**config.mk**
```make
export PLATFORM = sky130hd
export DESIGN_NAME = rv64_trap_ctrl_flat
export DESIGN_NICKNAME = d
export VERILOG_FILES = /design/src/rtl/rv64_trap_ctrl_pkg.sv /design/src/rtl/rv64_trap_ctrl_if.sv /design/src/rtl/rv64_trap_vec_calc.sv /design/src/rtl/rv64_trap_ctrl.sv /design/src/flat_wrapper.sv
export SDC_FILE = /design/constraint.sdc
export NUM_CORES = 1
export LEC_CHECK = 0
export BUFFER_PORTS_ARGS = -buffer_cell sky130_fd_sc_hd__buf_2
export CAP_MARGIN = 5
export CORE_AREA = 3 3 275 277
export DETAILED_ROUTE_END_ITERATION = 16
export DIE_AREA = 0 0 278 280
export GPL_ROUTABILITY_DRIVEN = 0
export PLACE_DENSITY = 0.33
export SLEW_MARGIN = 15
export SYNTH_ARGS = -nofsm -noshare
export SYNTH_HDL_FRONTEND = slang
export SYNTH_SLANG_ARGS = --single-unit
```
**constraint.sdc**
```tcl
create_clock -name clk -period 12.5 [get_ports clk]
set_input_delay 0 -clock clk [delete_from_list [all_inputs] [get_ports clk]]
set_output_delay 0 -clock clk [all_outputs]
set_load 0.005 [all_outputs]
```
**src/rtl/rv64_trap_ctrl_pkg.sv**
```systemverilog
// Shared definitions for the machine-mode trap sequencer: mstatus bit positions,
// interrupt cause codes, mtvec modes and FSM states.
package rv64_trap_ctrl_pkg;

  localparam int XLEN = 64;

  localparam int MSTATUS_MIE    = 3;
  localparam int MSTATUS_MPIE   = 7;
  localparam int MSTATUS_MPP_LO = 11;
  localparam int MSTATUS_MPP_HI = 12;

  localparam logic [3:0] IRQ_CODE_MSI = 4'd3;
  localparam logic [3:0] IRQ_CODE_MTI = 4'd7;
  localparam logic [3:0] IRQ_CODE_MEI = 4'd11;

  typedef enum logic [1:0] {
    MTVEC_DIRECT   = 2'b00,
    MTVEC_VECTORED = 2'b01
  } mtvec_mode_e;

  typedef enum logic [2:0] {
    ST_IDLE,
    ST_TRAP_WR,
    ST_TRAP_JMP,
    ST_MRET_WR,
    ST_MRET_JMP
  } trap_state_e;

endpackage

```
**src/rtl/rv64_trap_ctrl_if.sv**
```systemverilog
// Commit-to-trap request channel: exception/mret valid with a shared ready.
interface rv64_trap_ctrl_if
  import rv64_trap_ctrl_pkg::*;
#(
  parameter int XLEN_P = XLEN
);
  logic              exc_valid;
  logic              exc_ready;
  logic [XLEN_P-1:0] exc_cause;
  logic [XLEN_P-1:0] exc_pc;
  logic [XLEN_P-1:0] exc_tval;
  logic              mret_valid;

  modport master (
    output exc_valid, exc_cause, exc_pc, exc_tval, mret_valid,
    input  exc_ready
  );

  modport slave (
    input  exc_valid, exc_cause, exc_pc, exc_tval, mret_valid,
    output exc_ready
  );
endinterface

```
**src/rtl/rv64_trap_vec_calc.sv**
```systemverilog
// Trap target from mtvec and cause. Vectored interrupt dispatch exists only
// when RV64_TRAP_IRQ_EN is defined; otherwise the target is always the base.
module rv64_trap_vec_calc
  import rv64_trap_ctrl_pkg::*;
#(
  parameter int XLEN_P = XLEN
) (
  input  logic [XLEN_P-1:0] mtvec,
  input  logic [XLEN_P-1:0] cause,
  output logic [XLEN_P-1:0] target
);
  logic [XLEN_P-1:0] base;
  assign base = {mtvec[XLEN_P-1:2], 2'b00};

`ifdef RV64_TRAP_IRQ_EN
  // Reserved modes (1x) fall through to direct.
  always_comb begin
    target = base;
    if (mtvec[1:0] == MTVEC_VECTORED && cause[XLEN_P-1])
      target = base + {cause[XLEN_P-3:0], 2'b00};
  end
`else
  logic unused_vec;
  assign unused_vec = ^{mtvec[1:0], cause};
  assign target = base;
`endif
endmodule

```
**src/rtl/rv64_trap_ctrl.sv**
```systemverilog
// Machine-mode trap/mret sequencer driving per-CSR write ports and fetch redirect.
// Optional interrupt entry is enabled by defining RV64_TRAP_IRQ_EN.
module rv64_trap_ctrl
  import rv64_trap_ctrl_pkg::*;
#(
  parameter int         XLEN_P    = XLEN,
  parameter logic [1:0] MPP_RET_P = 2'b11
) (
  input  logic              clk,
  input  logic              rst,
  rv64_trap_ctrl_if.slave   exc,
  input  logic [XLEN_P-1:0] csr_mstatus_i,
  input  logic [XLEN_P-1:0] csr_mepc_i,
  input  logic [XLEN_P-1:0] csr_mtvec_i,
`ifdef RV64_TRAP_IRQ_EN
  input  logic              irq_mtip_i,
  input  logic              irq_msip_i,
  input  logic              irq_meip_i,
  input  logic [XLEN_P-1:0] csr_mie_i,
  input  logic              commit_bound_i,
`endif
  output logic [XLEN_P-1:0] csr_mstatus_o,
  output logic [XLEN_P-1:0] csr_mepc_o,
  output logic [XLEN_P-1:0] csr_mcause_o,
  output logic [XLEN_P-1:0] csr_mtval_o,
  output logic              csr_mstatus_en_o,
  output logic              csr_mepc_en_o,
  output logic              csr_mcause_en_o,
  output logic              csr_mtval_en_o,
  output logic              redirect_valid_o,
  output logic [XLEN_P-1:0] redirect_pc_o,
  output logic              busy_o
);

  trap_state_e       state;
  logic [XLEN_P-1:0] cause_q;
  logic [XLEN_P-1:0] vec_target;
  logic              trap_go;
  logic [XLEN_P-1:0] trap_cause;
  logic [XLEN_P-1:0] trap_tval;
  logic              unused_lo;

  assign unused_lo = ^{exc.exc_pc[1:0], csr_mepc_i[1:0]};

  function automatic logic [XLEN_P-1:0] trap_mstatus(input logic [XLEN_P-1:0] s);
    logic [XLEN_P-1:0] m;
    m = s;
    m[MSTATUS_MPIE] = s[MSTATUS_MIE];
    m[MSTATUS_MIE]  = 1'b0;
    m[MSTATUS_MPP_HI:MSTATUS_MPP_LO] = 2'b11;
    return m;
  endfunction

  function automatic logic [XLEN_P-1:0] mret_mstatus(input logic [XLEN_P-1:0] s);
    logic [XLEN_P-1:0] m;
    m = s;
    m[MSTATUS_MIE]  = s[MSTATUS_MPIE];
    m[MSTATUS_MPIE] = 1'b1;
    m[MSTATUS_MPP_HI:MSTATUS_MPP_LO] = MPP_RET_P;
    return m;
  endfunction

`ifdef RV64_TRAP_IRQ_EN
  logic [2:0] irq_pend;
  logic [3:0] irq_code;
  logic       unused_irq;
  assign unused_irq = ^csr_mie_i;
`endif

  // Exception beats mret; a pending interrupt waits behind both and is re-evaluated in IDLE.
  always_comb begin
    trap_go    = exc.exc_valid;
    trap_cause = exc.exc_cause;
    trap_tval  = exc.exc_tval;
`ifdef RV64_TRAP_IRQ_EN
    irq_pend = {irq_meip_i & csr_mie_i[11], irq_msip_i & csr_mie_i[3], irq_mtip_i & csr_mie_i[7]};
    irq_code = irq_pend[2] ? IRQ_CODE_MEI : (irq_pend[1] ? IRQ_CODE_MSI : IRQ_CODE_MTI);
    if (!exc.exc_valid && !exc.mret_valid && commit_bound_i &&
        csr_mstatus_i[MSTATUS_MIE] && (|irq_pend)) begin
      trap_go    = 1'b1;
      trap_cause = '0;
      trap_cause[XLEN_P-1] = 1'b1;
      trap_cause[3:0]      = irq_code;
      trap_tval  = '0;
    end
`endif
  end

  rv64_trap_vec_calc #(.XLEN_P(XLEN_P)) u_vec_calc (
    .mtvec  (csr_mtvec_i),
    .cause  (cause_q),
    .target (vec_target)
  );

  always_ff @(posedge clk or posedge rst) begin
    if (rst) begin
      state            <= ST_IDLE;
      cause_q          <= '0;
      exc.exc_ready    <= 1'b1;
      busy_o           <= 1'b0;
      csr_mstatus_o    <= '0;
      csr_mepc_o       <= '0;
      csr_mcause_o     <= '0;
      csr_mtval_o      <= '0;
      csr_mstatus_en_o <= 1'b0;
      csr_mepc_en_o    <= 1'b0;
      csr_mcause_en_o  <= 1'b0;
      csr_mtval_en_o   <= 1'b0;
      redirect_valid_o <= 1'b0;
      redirect_pc_o    <= '0;
    end else begin
      csr_mstatus_o    <= '0;
      csr_mepc_o       <= '0;
      csr_mcause_o     <= '0;
      csr_mtval_o      <= '0;
      csr_mstatus_en_o <= 1'b0;
      csr_mepc_en_o    <= 1'b0;
      csr_mcause_en_o  <= 1'b0;
      csr_mtval_en_o   <= 1'b0;
      redirect_valid_o <= 1'b0;
      redirect_pc_o    <= '0;
      unique case (state)
        ST_IDLE: begin
          if (trap_go) begin
            state            <= ST_TRAP_WR;
            cause_q          <= trap_cause;
            exc.exc_ready    <= 1'b0;
            busy_o           <= 1'b1;
            csr_mstatus_o    <= trap_mstatus(csr_mstatus_i);
            csr_mepc_o       <= {exc.exc_pc[XLEN_P-1:2], 2'b00};
            csr_mcause_o     <= trap_cause;
            csr_mtval_o      <= trap_tval;
            csr_mstatus_en_o <= 1'b1;
            csr_mepc_en_o    <= 1'b1;
            csr_mcause_en_o  <= 1'b1;
            csr_mtval_en_o   <= 1'b1;
          end else if (exc.mret_valid) begin
            state            <= ST_MRET_WR;
            exc.exc_ready    <= 1'b0;
            busy_o           <= 1'b1;
            csr_mstatus_o    <= mret_mstatus(csr_mstatus_i);
            csr_mstatus_en_o <= 1'b1;
          end
        end
        ST_TRAP_WR: begin
          state            <= ST_TRAP_JMP;
          redirect_valid_o <= 1'b1;
          redirect_pc_o    <= vec_target;
        end
        ST_MRET_WR: begin
          state            <= ST_MRET_JMP;
          redirect_valid_o <= 1'b1;
          redirect_pc_o    <= {csr_mepc_i[XLEN_P-1:2], 2'b00};
        end
        ST_TRAP_JMP, ST_MRET_JMP: begin
          state         <= ST_IDLE;
          exc.exc_ready <= 1'b1;
          busy_o        <= 1'b0;
        end
        default: begin
          state         <= ST_IDLE;
          exc.exc_ready <= 1'b1;
          busy_o        <= 1'b0;
        end
      endcase
    end
  end

endmodule

```
**src/flat_wrapper.sv**
```systemverilog
// flat-port wrapper written by rule: the top's interface ports become plain ports
module rv64_trap_ctrl_flat import rv64_trap_ctrl_pkg::*;
#(
  parameter int         XLEN_P    = XLEN,
  parameter logic [1:0] MPP_RET_P = 2'b11
)
  (clk, rst, csr_mstatus_i, csr_mepc_i, csr_mtvec_i, csr_mstatus_o, csr_mepc_o, csr_mcause_o, csr_mtval_o, csr_mstatus_en_o, csr_mepc_en_o, csr_mcause_en_o, csr_mtval_en_o, redirect_valid_o, redirect_pc_o, busy_o, exc_exc_valid, exc_exc_cause, exc_exc_pc, exc_exc_tval, exc_mret_valid, exc_exc_ready);
  rv64_trap_ctrl_if #(.XLEN_P(XLEN_P)) exc_i ();
  input  logic clk;
  input  logic rst;
  input  logic [XLEN_P-1:0] csr_mstatus_i;
  input  logic [XLEN_P-1:0] csr_mepc_i;
  input  logic [XLEN_P-1:0] csr_mtvec_i;
  output logic [XLEN_P-1:0] csr_mstatus_o;
  output logic [XLEN_P-1:0] csr_mepc_o;
  output logic [XLEN_P-1:0] csr_mcause_o;
  output logic [XLEN_P-1:0] csr_mtval_o;
  output logic csr_mstatus_en_o;
  output logic csr_mepc_en_o;
  output logic csr_mcause_en_o;
  output logic csr_mtval_en_o;
  output logic redirect_valid_o;
  output logic [XLEN_P-1:0] redirect_pc_o;
  output logic busy_o;
  input wire logic [$bits(exc_i.exc_valid)-1:0] exc_exc_valid;
  input wire logic [$bits(exc_i.exc_cause)-1:0] exc_exc_cause;
  input wire logic [$bits(exc_i.exc_pc)-1:0] exc_exc_pc;
  input wire logic [$bits(exc_i.exc_tval)-1:0] exc_exc_tval;
  input wire logic [$bits(exc_i.mret_valid)-1:0] exc_mret_valid;
  output wire logic [$bits(exc_i.exc_ready)-1:0] exc_exc_ready;
  assign exc_i.exc_valid = exc_exc_valid;
  assign exc_i.exc_cause = exc_exc_cause;
  assign exc_i.exc_pc = exc_exc_pc;
  assign exc_i.exc_tval = exc_exc_tval;
  assign exc_i.mret_valid = exc_mret_valid;
  assign exc_exc_ready = exc_i.exc_ready;
  rv64_trap_ctrl #(.XLEN_P(XLEN_P), .MPP_RET_P(MPP_RET_P)) u_core (.clk(clk), .rst(rst), .exc(exc_i), .csr_mstatus_i(csr_mstatus_i), .csr_mepc_i(csr_mepc_i), .csr_mtvec_i(csr_mtvec_i), .csr_mstatus_o(csr_mstatus_o), .csr_mepc_o(csr_mepc_o), .csr_mcause_o(csr_mcause_o), .csr_mtval_o(csr_mtval_o), .csr_mstatus_en_o(csr_mstatus_en_o), .csr_mepc_en_o(csr_mepc_en_o), .csr_mcause_en_o(csr_mcause_en_o), .csr_mtval_en_o(csr_mtval_en_o), .redirect_valid_o(redirect_valid_o), .redirect_pc_o(redirect_pc_o), .busy_o(busy_o));
endmodule
```
Yosys cells after proc, flatten, opt, wreduce, memory -nomap -nowiden

Index checks and enable logic that the tools add are counted.
Widths: inputs -> output; s select.

Input port bits: 388
Output and inout port bits: 327
Word-level logic and storage cells: 43
Flip-flop bits (word level): 328

Bitwise operators: 1
Reduce and logical (&&, ||, !) cells: 3
Equality and inequality tests: 3
Muxes and demuxes: 25

Operators with widths:

| operator           | number |
|---|---|
| $mux 64            | 9 |
| $pmux 64 s2        | 1 |
| $mux 1             | 10 |
| $pmux 3 s3         | 1 |
| $mux 3             | 2 |
| $pmux 1 s2         | 2 |
| $eq 3x1->1 const B | 1 |
| $eq 3x2->1 const B | 1 |
| $logic_not 3->1    | 1 |
| $ne 3x3->1 const B | 1 |
| $reduce_and 2->1   | 1 |
| $reduce_or 2->1    | 1 |
| $not 1->1          | 1 |

Depth between registers and ports, before layout

Gate-level depths: netlist of run 1.

Depth after elaboration: 4
Mapped depth: 5
Mapped depth without buffers: 3

By module

Synthesis of run 1 repeated with hierarchy kept, for this count alone.

Cell total of the unflattened synthesis: 978
Area, all modules: 13944.6 sq um

By module, submodules not included:

| module             | area each (sq um) | seq. area each (sq um) | times used | cells each |
|---|---|---|---|---|
| rv64_trap_ctrl     | 13460.4           | 9735.6                 | 1          | 913 |
| rv64_trap_vec_calc | 484.2             | 0.0                    | 1          | 65 |

Worst setup path before layout of run 1

OpenSTA, ideal clock, no wires.

Path kind: reg-to-reg
Start: register u_core.state[1]
End: register u_core.csr_mstatus_o[18]
Clock period less this slack: 1.357 ns
Required time: 12.420 ns
Setup slack: 11.143 ns
Arrival: 1.277 ns
Library setup time: 0.080 ns
Buffers on the path: 3
Stages on the path, launching flop included: 6
Cells stage by stage: dfrtp_1 buf_2 or3_1 buf_6 buf_6 nor3b_2

Longest elaborated chain between the ends: 2

RTL lines:

| what                   | line                  | text |
|---|---|---|
| start, declared        | rv64_trap_ctrl.sv:35  | `trap_state_e state;` |
| start signal, assigned | rv64_trap_ctrl.sv:97  | `state <= ST_IDLE;` |
| start signal, assigned | rv64_trap_ctrl.sv:125 | `state <= ST_TRAP_WR;` |
| start signal, assigned | rv64_trap_ctrl.sv:138 | `state <= ST_MRET_WR;` |
| $logic_not 3->1        | rv64_trap_ctrl.sv:122 | `unique case (state)` |
| $mux 64                | rv64_trap_ctrl.sv:122 |  |
| end signal, assigned   | rv64_trap_ctrl.sv:129 | `csr_mstatus_o <= trap_mstatus(csr_mstatus_i);` |
| end signal, assigned   | rv64_trap_ctrl.sv:141 | `csr_mstatus_o <= mret_mstatus(csr_mstatus_i);` |
| end, declared          | rv64_trap_ctrl.sv:22  | `output logic [XLEN_P-1:0] csr_mstatus_o,` |

No other way between the ends.
A chain may end at the register's enable or synchronous reset.

Worst setup path in the final report of run 1

Start: register u_core.state[1]
End: register u_core.csr_mtval_o[47]

Longest elaborated chain between the ends: 2

RTL lines:

| what                 | line                  | text |
|---|---|---|
| $logic_not 3->1      | rv64_trap_ctrl.sv:122 |  |
| $mux 64              | rv64_trap_ctrl.sv:122 |  |
| end signal, assigned | rv64_trap_ctrl.sv:132 | `csr_mtval_o <= trap_tval;` |
| end, declared        | rv64_trap_ctrl.sv:25  | `output logic [XLEN_P-1:0] csr_mtval_o,` |

No other way between the ends.

==> results.tsv, run 1 <==
metric	value	unit
rows	99	
antenna_left	0	
worstPathCellList	nor4b_4 -> buf_4 -> and2_1	
stdcell_count	2852	
yosysWarnings	0	
final_design_area_no_fill	20900	um2
ir_worst_vdd	0.0848	mV
die_area	77800	um2
postCtsSetupRepairBufs	0	
placed_cell_area	15800	um2
tightestPinTransition	1.09	ns
fin_crit_sh	20.5	%
seq_area_frac_synth	71.8	%
die_w	278	um
numPortBuffers	702	
vias	9786	
r2r_end	u_core.csr_mtval_o[47]	
synth_seq_cells	323	
coreArea	73100	um2
antenna_found_initial	3	
power	3.60	mW
grt_setup_unrepaired	no	
wirelength	46100	um
worstSkewPairLatency	0.54	ns
required	12.96	ns
syn2layout_area_growth	86.0	%
p_leak	11.0	nW
hold_viol_final	0	
clock_skew	0.0135	ns
ys_types	24	
layout-drive-gt1-share	43.2	%
cts-htree-levels	2	
tns	0	ns
grt_most_used_layer	met2	
start_util	15.4	%
fmax	390	MHz
regToRegStartpoint	u_core.state[1]	
clk_path_buf_depth	3	
cts_tree	done	
cp_max_fo	129	
grt_pass1_vias	11039	
grt_pass1_wl	68400	um
whs	0.138	ns
gr-usage-met2	21.0	%
run_status	finished, final reports clean	
period_minus_slack	2.56	ns
slowest_stage	buf_4	
clk_pin_slew_worst_paths	0.06	ns
synth_area	11300	um2
dp_cells	2391	
grt_overflow_total	0	
viasPerCell	3.43	
drt_pass1_iterations	6	
cts_sinks	323	
drt_iter0_drc	272	
setup_violations	0	
r2r_setup_slack	9.94	ns
slew_headroom	27.1	%
setup.worst_path.start	u_core.state[1]	
fin_nets	2251	
synthCells	775	
cp-end-kind	flop	
use_met1	12.1	%
avgRoutedWirePerCell	16.2	um
crit_end	u_core.csr_mtval_o[47]	
dieHeight	280	um
reg2reg_depth	3	
dp_slack	9.81	ns
arrival	3.03	ns
cts_buffers	41	
grt_util_met3	3.67	%
worst-setup-path-type	reg -> reg	
fin_util	28.7	%
pin_count	715	
drc	0	
syn_area_per_cell	14.5	um2
worst_setup_path_start_kind	flop	
grt_usage	11.5	%
cap_violations	0	
worst_slack	9.94	ns
dp.final_hpwl	33700	um
min_path_type	in -> async	
slew_violations	0	
grt_max_degree	153	
root_buffer	clkbuf_16	
max_stage_delay	0.84	ns
p_per_area	172	nW/um2
-- layout make-up --
cell class	instances	area, um2
antenna	1	2.50
clock buffer	66	1210
clock inverter	6	86.3
fill	7710	52100
inverter	5	26.3
multi-input combinational	394	2860
sequential	323	8090
tap	959	1200
timing repair buffer	1098	7470
-- kinds of logic (layout without fill, tap and decap cells) --
logic type / Yosys count / in the layout / share of synthesized area, %
buffers and inverters: 61 / 1175 / 3.10
other: 1 / 5 / 0.0333
and+or+nand+nor: 323 / 323 / 19.2
muxes: 62 / 62 / 5.51
DFF: 323 / 323 / 71.8
AOI/OAI and AO/OA: 5 / 5 / 0.344
-- repair_timing --
action | in CTS | in global routing
hold endpoints to repair | 423 | 0
resized for setup | 0 | 0
hold buffers | 388 | 0
-- power breakdown --
| group | switching, mW | internal [mW] |
|---|---|---|
| Clock | 0.452 | 0.702 |
| Combinational | 0.541 | 0.526 |
| Sequential | 0.0827 | 1.30 |
-- flip-flops by register name, indices dropped and copies added (netlist names) --
| signal | flops |
|---|---|
| u_core.csr_mcause_o | 64 |
| u_core.csr_mtval_o | 64 |
| u_core.csr_mstatus_o | 63 |
| u_core.csr_mepc_o | 62 |
| u_core.redirect_pc_o | 62 |
| u_core.state | 3 |
| u_core.busy_o | 1 |
| u_core.csr_mepc_en_o | 1 |
| u_core.csr_mstatus_en_o | 1 |
| u_core.exc.exc_ready | 1 |
| u_core.redirect_valid_o | 1 |
-- how the worst min path moves through the flow --
stage	slack (ns)	end	cells past startpoint
after floorplan	0.12	u_core.csr_mstatus_o[3]	2
after global placement	0.21	u_core.csr_mtval_o[44]	2
after detailed placement	0.21	u_core.csr_mepc_o[22]	2
after CTS	0.14	u_core.csr_mepc_o[61]	3
after global routing	0.16	u_core.csr_mepc_o[11]	3
final	0.14	u_core.redirect_pc_o[33]	3
-- cells in the mapped netlist --
| cell | number | area share (%) |
|---|---|---|
| dfrtp_1 | 322 | 72 |
| and2_1 | 191 | 11 |
| nor2_1 | 66 | 2.2 |
| mux2i_1 | 62 | 5.5 |
| nor3b_2 | 45 | 5.0 |
| clkbuf_2 | 18 | 0.80 |
| buf_2 | 15 | 0.67 |
| nor3b_1 | 15 | 1.0 |
| buf_4 | 9 | 0.60 |
| clkbuf_1 | 8 | 0.27 |
| buf_6 | 6 | 0.60 |
| inv_1 | 5 | 0.17 |
| nand2b_1 | 2 | 0.11 |
| a211oi_1 | 1 | 0.067 |
| a21oi_1 | 1 | 0.044 |
| a221o_1 | 1 | 0.089 |
| a221oi_1 | 1 | 0.078 |
| conb_1 | 1 | 0.033 |
| dfstp_2 | 1 | 0.23 |
| nand2_1 | 1 | 0.033 |
| nor3_2 | 1 | 0.089 |
| nor4b_2 | 1 | 0.13 |
| o21bai_1 | 1 | 0.067 |
| or3_1 | 1 | 0.056 |
-- placed cells by master (no fill, tap or decap), drive strengths merged --
cell         instances
a221oi               1
nor2                66
conb                 4
dfrtp              322
mux2i               62
o21bai               1
a21oi                1
clkinv               2
a221o                1
a211oi               1
and2               191
dlygate4sd3        388
nor4b                1
or3                  1
buf                710
diode                1
clkbuf              66
bufinv               2
nand2b               2
dfstp                1
inv                  6
nor3                 1
nor3b               60
clkinvlp             1
nand2                1
-- critical path: cells and delay by family, from the launching register on --
kind	cells	cell delay, ns
flip-flops	1	0.62
buffers and inverters	1	0.84
AND/OR/NAND/NOR	2	0.87
-- routing by layer --
metal | up-vias | part of all wire (%)
met5 | - | 0
met4 | 0 | 3.9
met3 | 83 | 7.9
met2 | 412 | 52
met1 | 4676 | 36
li1 | 4615 | -
Note: power is estimated with default switching activity, not from simulation.
==> inputs of run 2 (changes only) <==
--- a/config.mk
+++ b/config.mk
@@ -5,13 +5,14 @@
 export SDC_FILE = /design/constraint.sdc
 export NUM_CORES = 1
 export LEC_CHECK = 0
+export ABC_AREA = 1
 export BUFFER_PORTS_ARGS = -buffer_cell sky130_fd_sc_hd__buf_2
 export CAP_MARGIN = 5
-export CORE_AREA = 3 3 275 277
+export CORE_AREA = 3 3 281 283
 export DETAILED_ROUTE_END_ITERATION = 16
-export DIE_AREA = 0 0 278 280
+export DIE_AREA = 0 0 284 286
 export GPL_ROUTABILITY_DRIVEN = 0
-export PLACE_DENSITY = 0.33
+export PLACE_DENSITY = 0.32
 export SLEW_MARGIN = 15
 export SYNTH_ARGS = -nofsm -noshare
 export SYNTH_HDL_FRONTEND = slang
==> constraint.sdc (replaced) <==
create_clock -name clk -period 2.65 [get_ports clk]
set_input_delay 0 -clock clk [delete_from_list [all_inputs] [get_ports clk]]
set_output_delay 0 -clock clk [all_outputs]
set_load 0.005 [all_outputs]
==> run 2 against run 1 <==
Final area grew 3.1%; critical endpoint is now u_core.redirect_pc_o[57]; via count grew 20%; sequential share of layout area shrank 1.2 points; largest cell class is now non-clock buffers; sequential power grew to 4.7 times the previous value; register-to-register slack lost 9.4 ns; combinational power grew to 5.0 times the previous value; flip-flop and latch count is the same; highest routed layer is now met5.
==> results.tsv, run 2 <==
metric	value	unit
async_flop_share	100	%
slowest_stage	dlygate4sd3_1	
setup_violations	0	
reg2reg_depth	6	
synthXorXnorAreaFrac	0	%
synth_adder_area_share	0	%
cts_tree	done	
top_regs	u_core.csr_mcause_o (64), u_core.csr_mtval_o (64), u_core.csr_mstatus_o (63)	
vias	11745	
antenna_left	0	
p_per_area	799	nW/um2
grt_usage	12.2	%
fin_crit_sh	79.1	%
worstSkewPairLatency	0.55	ns
cts-resized-gates	0	
start_util	14.7	%
cts_buffers	42	
worstPathCellList	inv_1 -> nor2_4 -> buf_4 -> nand2_1 -> nand2_1 -> dlygate4sd3_1	
avgRoutedWirePerCell	15.4	um
critical_path.most_common_cell	nand2_1	
root_buffer	clkbuf_16	
yosysMostFrequentCell	nand2_1	
layout-drive-gt1-share	35.0	%
tightestPinTransition	0.890	ns
r2r_setup_slack	0.55	ns
pin_count	715	
viasPerCell	3.54	
crit_end	u_core.redirect_pc_o[57]	
yosysTopAreaCell	dfrtp_1	
rows	102	
whs	0.0607	ns
clock_skew	0.0223	ns
hold_path.startpoint	exc_exc_valid	
cp-end-kind	flop	
worst-setup-path-type	reg -> reg	
dp.final_hpwl	36100	um
synthTopCellsByCount	nand2_1 (383), dfrtp_1 (322), nor2_1 (253)	
die_area	81200	um2
period_minus_slack	2.10	ns
p_leak	11.7	nW
synth_area	11300	um2
numPortBuffers	702	
run_status	finished, final reports clean	
synth_compound_area_share	2.96	%
synthMuxAreaShare	0	%
fmax	477	MHz
antenna_found_initial	4	
grt_overflow_total	0	
drc	0	
die_w	284	um
fin_util	28.1	%
worst_setup_path_start_kind	flop	
slew_violations	0	
arrival	2.57	ns
grt_pass1_vias	12892	
dieHeight	286	um
clk_pin_slew_worst_paths	0.06	ns
syn_area_per_cell	10.1	um2
grt_max_degree	121	
synth_top_area_share	71.2	%
final_cell_mix	buf_2 (701), dlygate4sd3_1 (430), nand2_1 (382)	
drt_pass1_iterations	4	
yosysWarnings	0	
ys.flop_type	dfrtp_1	
synth_seq_cells	323	
grt_setup_unrepaired	no	
synth-simple-area-share	21.4	%
required	3.13	ns
ys_types	15	
ir_worst_vdd	0.623	mV
max_stage_delay	0.56	ns
slew_headroom	40.1	%
min_path_type	in -> reg	
synth_edf_count	0	
wirelength	51100	um
grt_pass1_wl	77400	um
cts_sinks	323	
cts-htree-levels	2	
seq_area_frac_synth	71.5	%
synthTopCellsByArea	dfrtp_1 (71%), nand2_1 (13%), nor2_1 (8.4%)	
syn2layout_area_growth	91.0	%
cp_max_fo	63	
r2r_end	u_core.redirect_pc_o[57]	
final_common_cell	buf_2	
drt_iter0_drc	433	
setup.worst_path.start	u_core.state[1]	
coreArea	77000	um2
clk_path_buf_depth	3	
cap_violations	0	
regToRegStartpoint	u_core.state[1]	
synthCells	1122	
fin_nets	2635	
synth_top_family_by_area	simple AND/OR/NAND/NOR gates	
hold_viol_final	0	
-- run 2: cell types whose count changed in the layout (fill, tap and decap cells not counted), sizes merged, moves of 20 or more --
cell / before / now
nand2: 1 / 384
nor3b: 60 / 0
nor2: 66 / 255
dlygate4sd3: 388 / 430
buf: 710 / 730
and2: 191 / 0
o21ai: 0 / 62
mux2i: 62 / 0
-- run 2: stage by stage --
stage	total power, mW	worst slack, ns	std cells	setup TNS, ns	area [um2]
final	17.3	0.553	3314	0	21600
after floorplan	8.67	-1.66	1125	-534.35	11300
after global placement	11.1	1.05	2813	0	16000
after CTS	17.6	0.560	3313	0	21600
after global routing	18.4	0.381	3314	0	21600
after detailed placement	11.1	1.01	2813	0	16000
-- run 2: per-layer routing --
layer  part of all wire, %  vias to the layer above  track usage (%)
li1                      -                     5625                -
met5                 0.074                        -                0
met4                   3.9                        6             4.96
met3                   6.5                      108             3.04
met1                    37                     5591             13.3
met2                    53                      415             22.6
-- run 2: area by class of cell --
| type | count | area (um2) |
|---|---|---|
| Antenna cell | 1 | 2.50 |
| Timing Repair Buffer | 1160 | 8120 |
| Sequential cell | 323 | 8080 |
| Inverter | 9 | 37.5 |
| Clock buffer | 64 | 1240 |
| Tap cell | 1040 | 1300 |
| Multi-Input combinational cell | 711 | 2780 |
| Clock inverter | 6 | 36.3 |
| Fill cell | 8318 | 55300 |
-- run 2: repair_timing --
item / 4_1_cts / 5_1_grt
hold buffers: 430 / 0
setup buffers: 0 / 0
hold endpoints to repair: 328 / 0
endpoints found under the setup margin: 0 / 0
-- run 2: cell families (layout without fill, tap and decap cells) --
family | Yosys count | count (layout)
simple gates | 640 | 640
flops | 323 | 323
buf+inv | 91 | 1239
compound gates | 67 | 67
other cells | 1 | 5
-- run 2: worst max-delay path: cells and delay by family, from the launching register on --
family,cells,cell delay [ns]
simple gates,3,0.33
flops,1,0.44
buf+inv,3,1.22
-- run 2: worst min-delay path by stage --
stage / endpoint / slack [ns] / cells after the start
CTS: u_core.csr_mstatus_o[25] / 0.06 / 3
detailed placement: u_core.redirect_pc_o[32] / 0.20 / 3
finish: u_core.csr_mstatus_o[51] / 0.06 / 3
global route: u_core.csr_mstatus_o[51] / 0.1 / 3
floorplan: u_core.redirect_pc_o[10] / 0.11 / 2
global placement: u_core.redirect_pc_o[30] / 0.20 / 3
-- run 2: report_power, final --
part           switching (mW)  internal (mW)  total [mW]
clock                    2.19           3.21        5.40
sequential              0.339           6.15        6.49
combinational            2.99           2.38        5.37
total                    5.52           11.7        17.3
==> inputs of run 3 (changes only) <==
--- a/config.mk
+++ b/config.mk
@@ -8,11 +8,11 @@
 export ABC_AREA = 1
 export BUFFER_PORTS_ARGS = -buffer_cell sky130_fd_sc_hd__buf_2
 export CAP_MARGIN = 5
-export CORE_AREA = 3 3 281 283
+export CORE_AREA = 3 3 273 275
 export DETAILED_ROUTE_END_ITERATION = 16
-export DIE_AREA = 0 0 284 286
+export DIE_AREA = 0 0 276 278
 export GPL_ROUTABILITY_DRIVEN = 0
-export PLACE_DENSITY = 0.32
+export PLACE_DENSITY = 0.35
 export SLEW_MARGIN = 15
 export SYNTH_ARGS = -nofsm -noshare
 export SYNTH_HDL_FRONTEND = slang
==> constraint.sdc (replaced) <==
create_clock -name clk -period 1.73 [get_ports clk]
set_input_delay 0 -clock clk [delete_from_list [all_inputs] [get_ports clk]]
set_output_delay 0 -clock clk [all_outputs]
set_load 0.005 [all_outputs]
==> run 3 against run 2 <==
Count of clock-buffer cells in the layout up 2; wire length is 1.4% lower; clock power rose by 46%; critical path depth unchanged; non-clock buffer count up 49; power increased by 49%; flip-flop and latch count unchanged; register-to-register slack got worse by 0.23 ns.
==> results.tsv, run 3 (synthesis gave the netlist of run 2 again) <==
metric	value	unit
run_status	finished, final reports clean	
fin_nets	2682	
dp_slack	0.345	ns
period_minus_slack	1.48	ns
fin_crit_sh	85.6	%
combPwrFrac	30.5	%
start_util	15.6	%
tightestPinTransition	0.615	ns
fmax	675	MHz
cap_violations	0	
vias	11929	
grt_usage	12.8	%
arrival	1.95	ns
grt_setup_unrepaired	no	
seqPwrFrac	38.7	%
dieHeight	278	um
p_leak	11.7	nW
min_path_type	in -> reg	
cts-resized-gates	0	
cts_tree	done	
p_switching	8.26	mW
hold_viol_final	0	
r2r_setup_slack	0.32	ns
cts-htree-levels	2	
layout-drive-gt1-share	34.5	%
swShare	32.1	%
antenna_left	0	
dp.final_hpwl	35700	um
slew_violations	0	
intPower	17.4	mW
grt_max_degree	117	
coreArea	72600	um2
rows	99	
antenna_found_initial	4	
power	25.7	mW
die_area	76700	um2
clock_skew	0.0205	ns
drc	0	
cts_buffers	40	
avgRoutedWirePerCell	15.3	um
p_per_area	1170	nW/um2
drt_pass1_iterations	5	
top_regs	u_core.csr_mcause_o (64), u_core.csr_mtval_o (64), u_core.csr_mstatus_o (63)	
viasPerCell	3.63	
grt_pass1_wl	77400	um
drt_iter0_drc	331	
worstSkewPairLatency	0.54	ns
grt_pass1_vias	13172	
cp-end-kind	flop	
final_common_cell	buf_2	
cts_sinks	323	
wirelength	50300	um
grt_overflow_total	0	
clockPowerShare	30.8	%
cp_max_fo	41	
pin_count	715	
numPortBuffers	702	
worst-setup-path-type	in -> reg	
worst_setup_path_start_kind	primary input	
slew_headroom	59.0	%
syn2layout_area_growth	94.6	%
root_buffer	clkbuf_16	
fillCellCount	7742	
clk_pin_slew_worst_paths	0.06	ns
setup_violations	0	
worst_slack	0.249	ns
clk_path_buf_depth	3	
required	2.20	ns
die_w	276	um
ir_worst_vdd	0.737	mV
final_cell_mix	buf_2 (701), dlygate4sd3_1 (468), nand2_1 (382)	
-- run 3: cell count changes in the layout (fill, tap and decap cells not counted) --
cell,previous run,this run
clkbuf_8,9,8
clkbuf_16,43,41
dlygate4sd3_1,430,468
clkbuf_1,12,17
clkinv_2,4,2
diode_2,1,4
buf_12,7,15
inv_6,1,0
buf_4,21,24
-- run 3: repair_timing --
item | 4_1_cts | 5_1_grt
endpoints found under the setup margin | 0 | 0
hold buffers | 468 | 0
hold endpoints to repair | 640 | 0
buffers inserted | 0 | 0
-- run 3: path summary, 6_finish.rpt --
check                                      from                       end  depth (start not counted)
setup / recovery                  exc_exc_valid  u_core.csr_mstatus_o[29]                          6
hold / removal                   exc_mret_valid  u_core.csr_mstatus_o[60]                          4
setup reg to reg                u_core.state[1]     u_core.csr_mtval_o[9]                          5
hold reg to reg            u_core.exc.exc_ready      u_core.exc.exc_ready                          2
max in group asynchronous                   rst   u_core.csr_mcause_o[40]                          5
min in group asynchronous                   rst     u_core.csr_mepc_o[17]                          4
-- run 3: layer usage --
metal / global-route usage, % / routed length (um)
met1: 14.1 / 19000
met2: 23.2 / 25900
met3: 3.58 / 3410
met4: 5.02 / 2000
met5: 0 / 0
-- run 3: layout make-up --
type	instances	area, um2	area share [%]
multi-input cells	711	2780	12.6
inverters	9	37.5	0.171
well taps	959	1200	5.45
flip-flops and latches	323	8080	36.7
clock buffers	66	1200	5.45
clock inverters	3	17.5	0.0796
repair buffers	1209	8680	39.5
diodes	4	10.0	0.0455
-- run 3: worst max-delay path, stage by stage --
cell and delay [ns]:
dlygate4sd3_1 0.54, buf_6 0.16, buf_4 0.36, o21ai_0 0.16
dlygate4sd3_1 0.58, nor2_1 0.09
-- run 3: power groups by stage --
stage / Sequential, mW / Combinational, mW / Clock, mW
after floorplan: 10.4 / 2.91 / 0
after global placement: 10.1 / 7.26 / 0
after detailed placement: 10.1 / 7.24 / 0
after CTS: 9.97 / 8.10 / 8.29
after global routing: 10.1 / 8.72 / 8.60
final: 9.95 / 7.85 / 7.91
-- run 3: stage by stage --
step | hold slack (ns) | setup TNS (ns) | instance area (um2) | std cells | utilization (%)
after global placement | 0.117 | 0 | 16100 | 2743 | 22.2
after detailed placement | 0.114 | 0 | 16100 | 2743 | 22.2
after global routing | 0.0634 | 0 | 22000 | 3282 | 30.3
after CTS | 0.0303 | 0 | 22000 | 3280 | 30.3
final | 0.0826 | 0 | 22000 | 3284 | 30.3
after floorplan | 0.110 | -831.51 | 11300 | 1125 | -
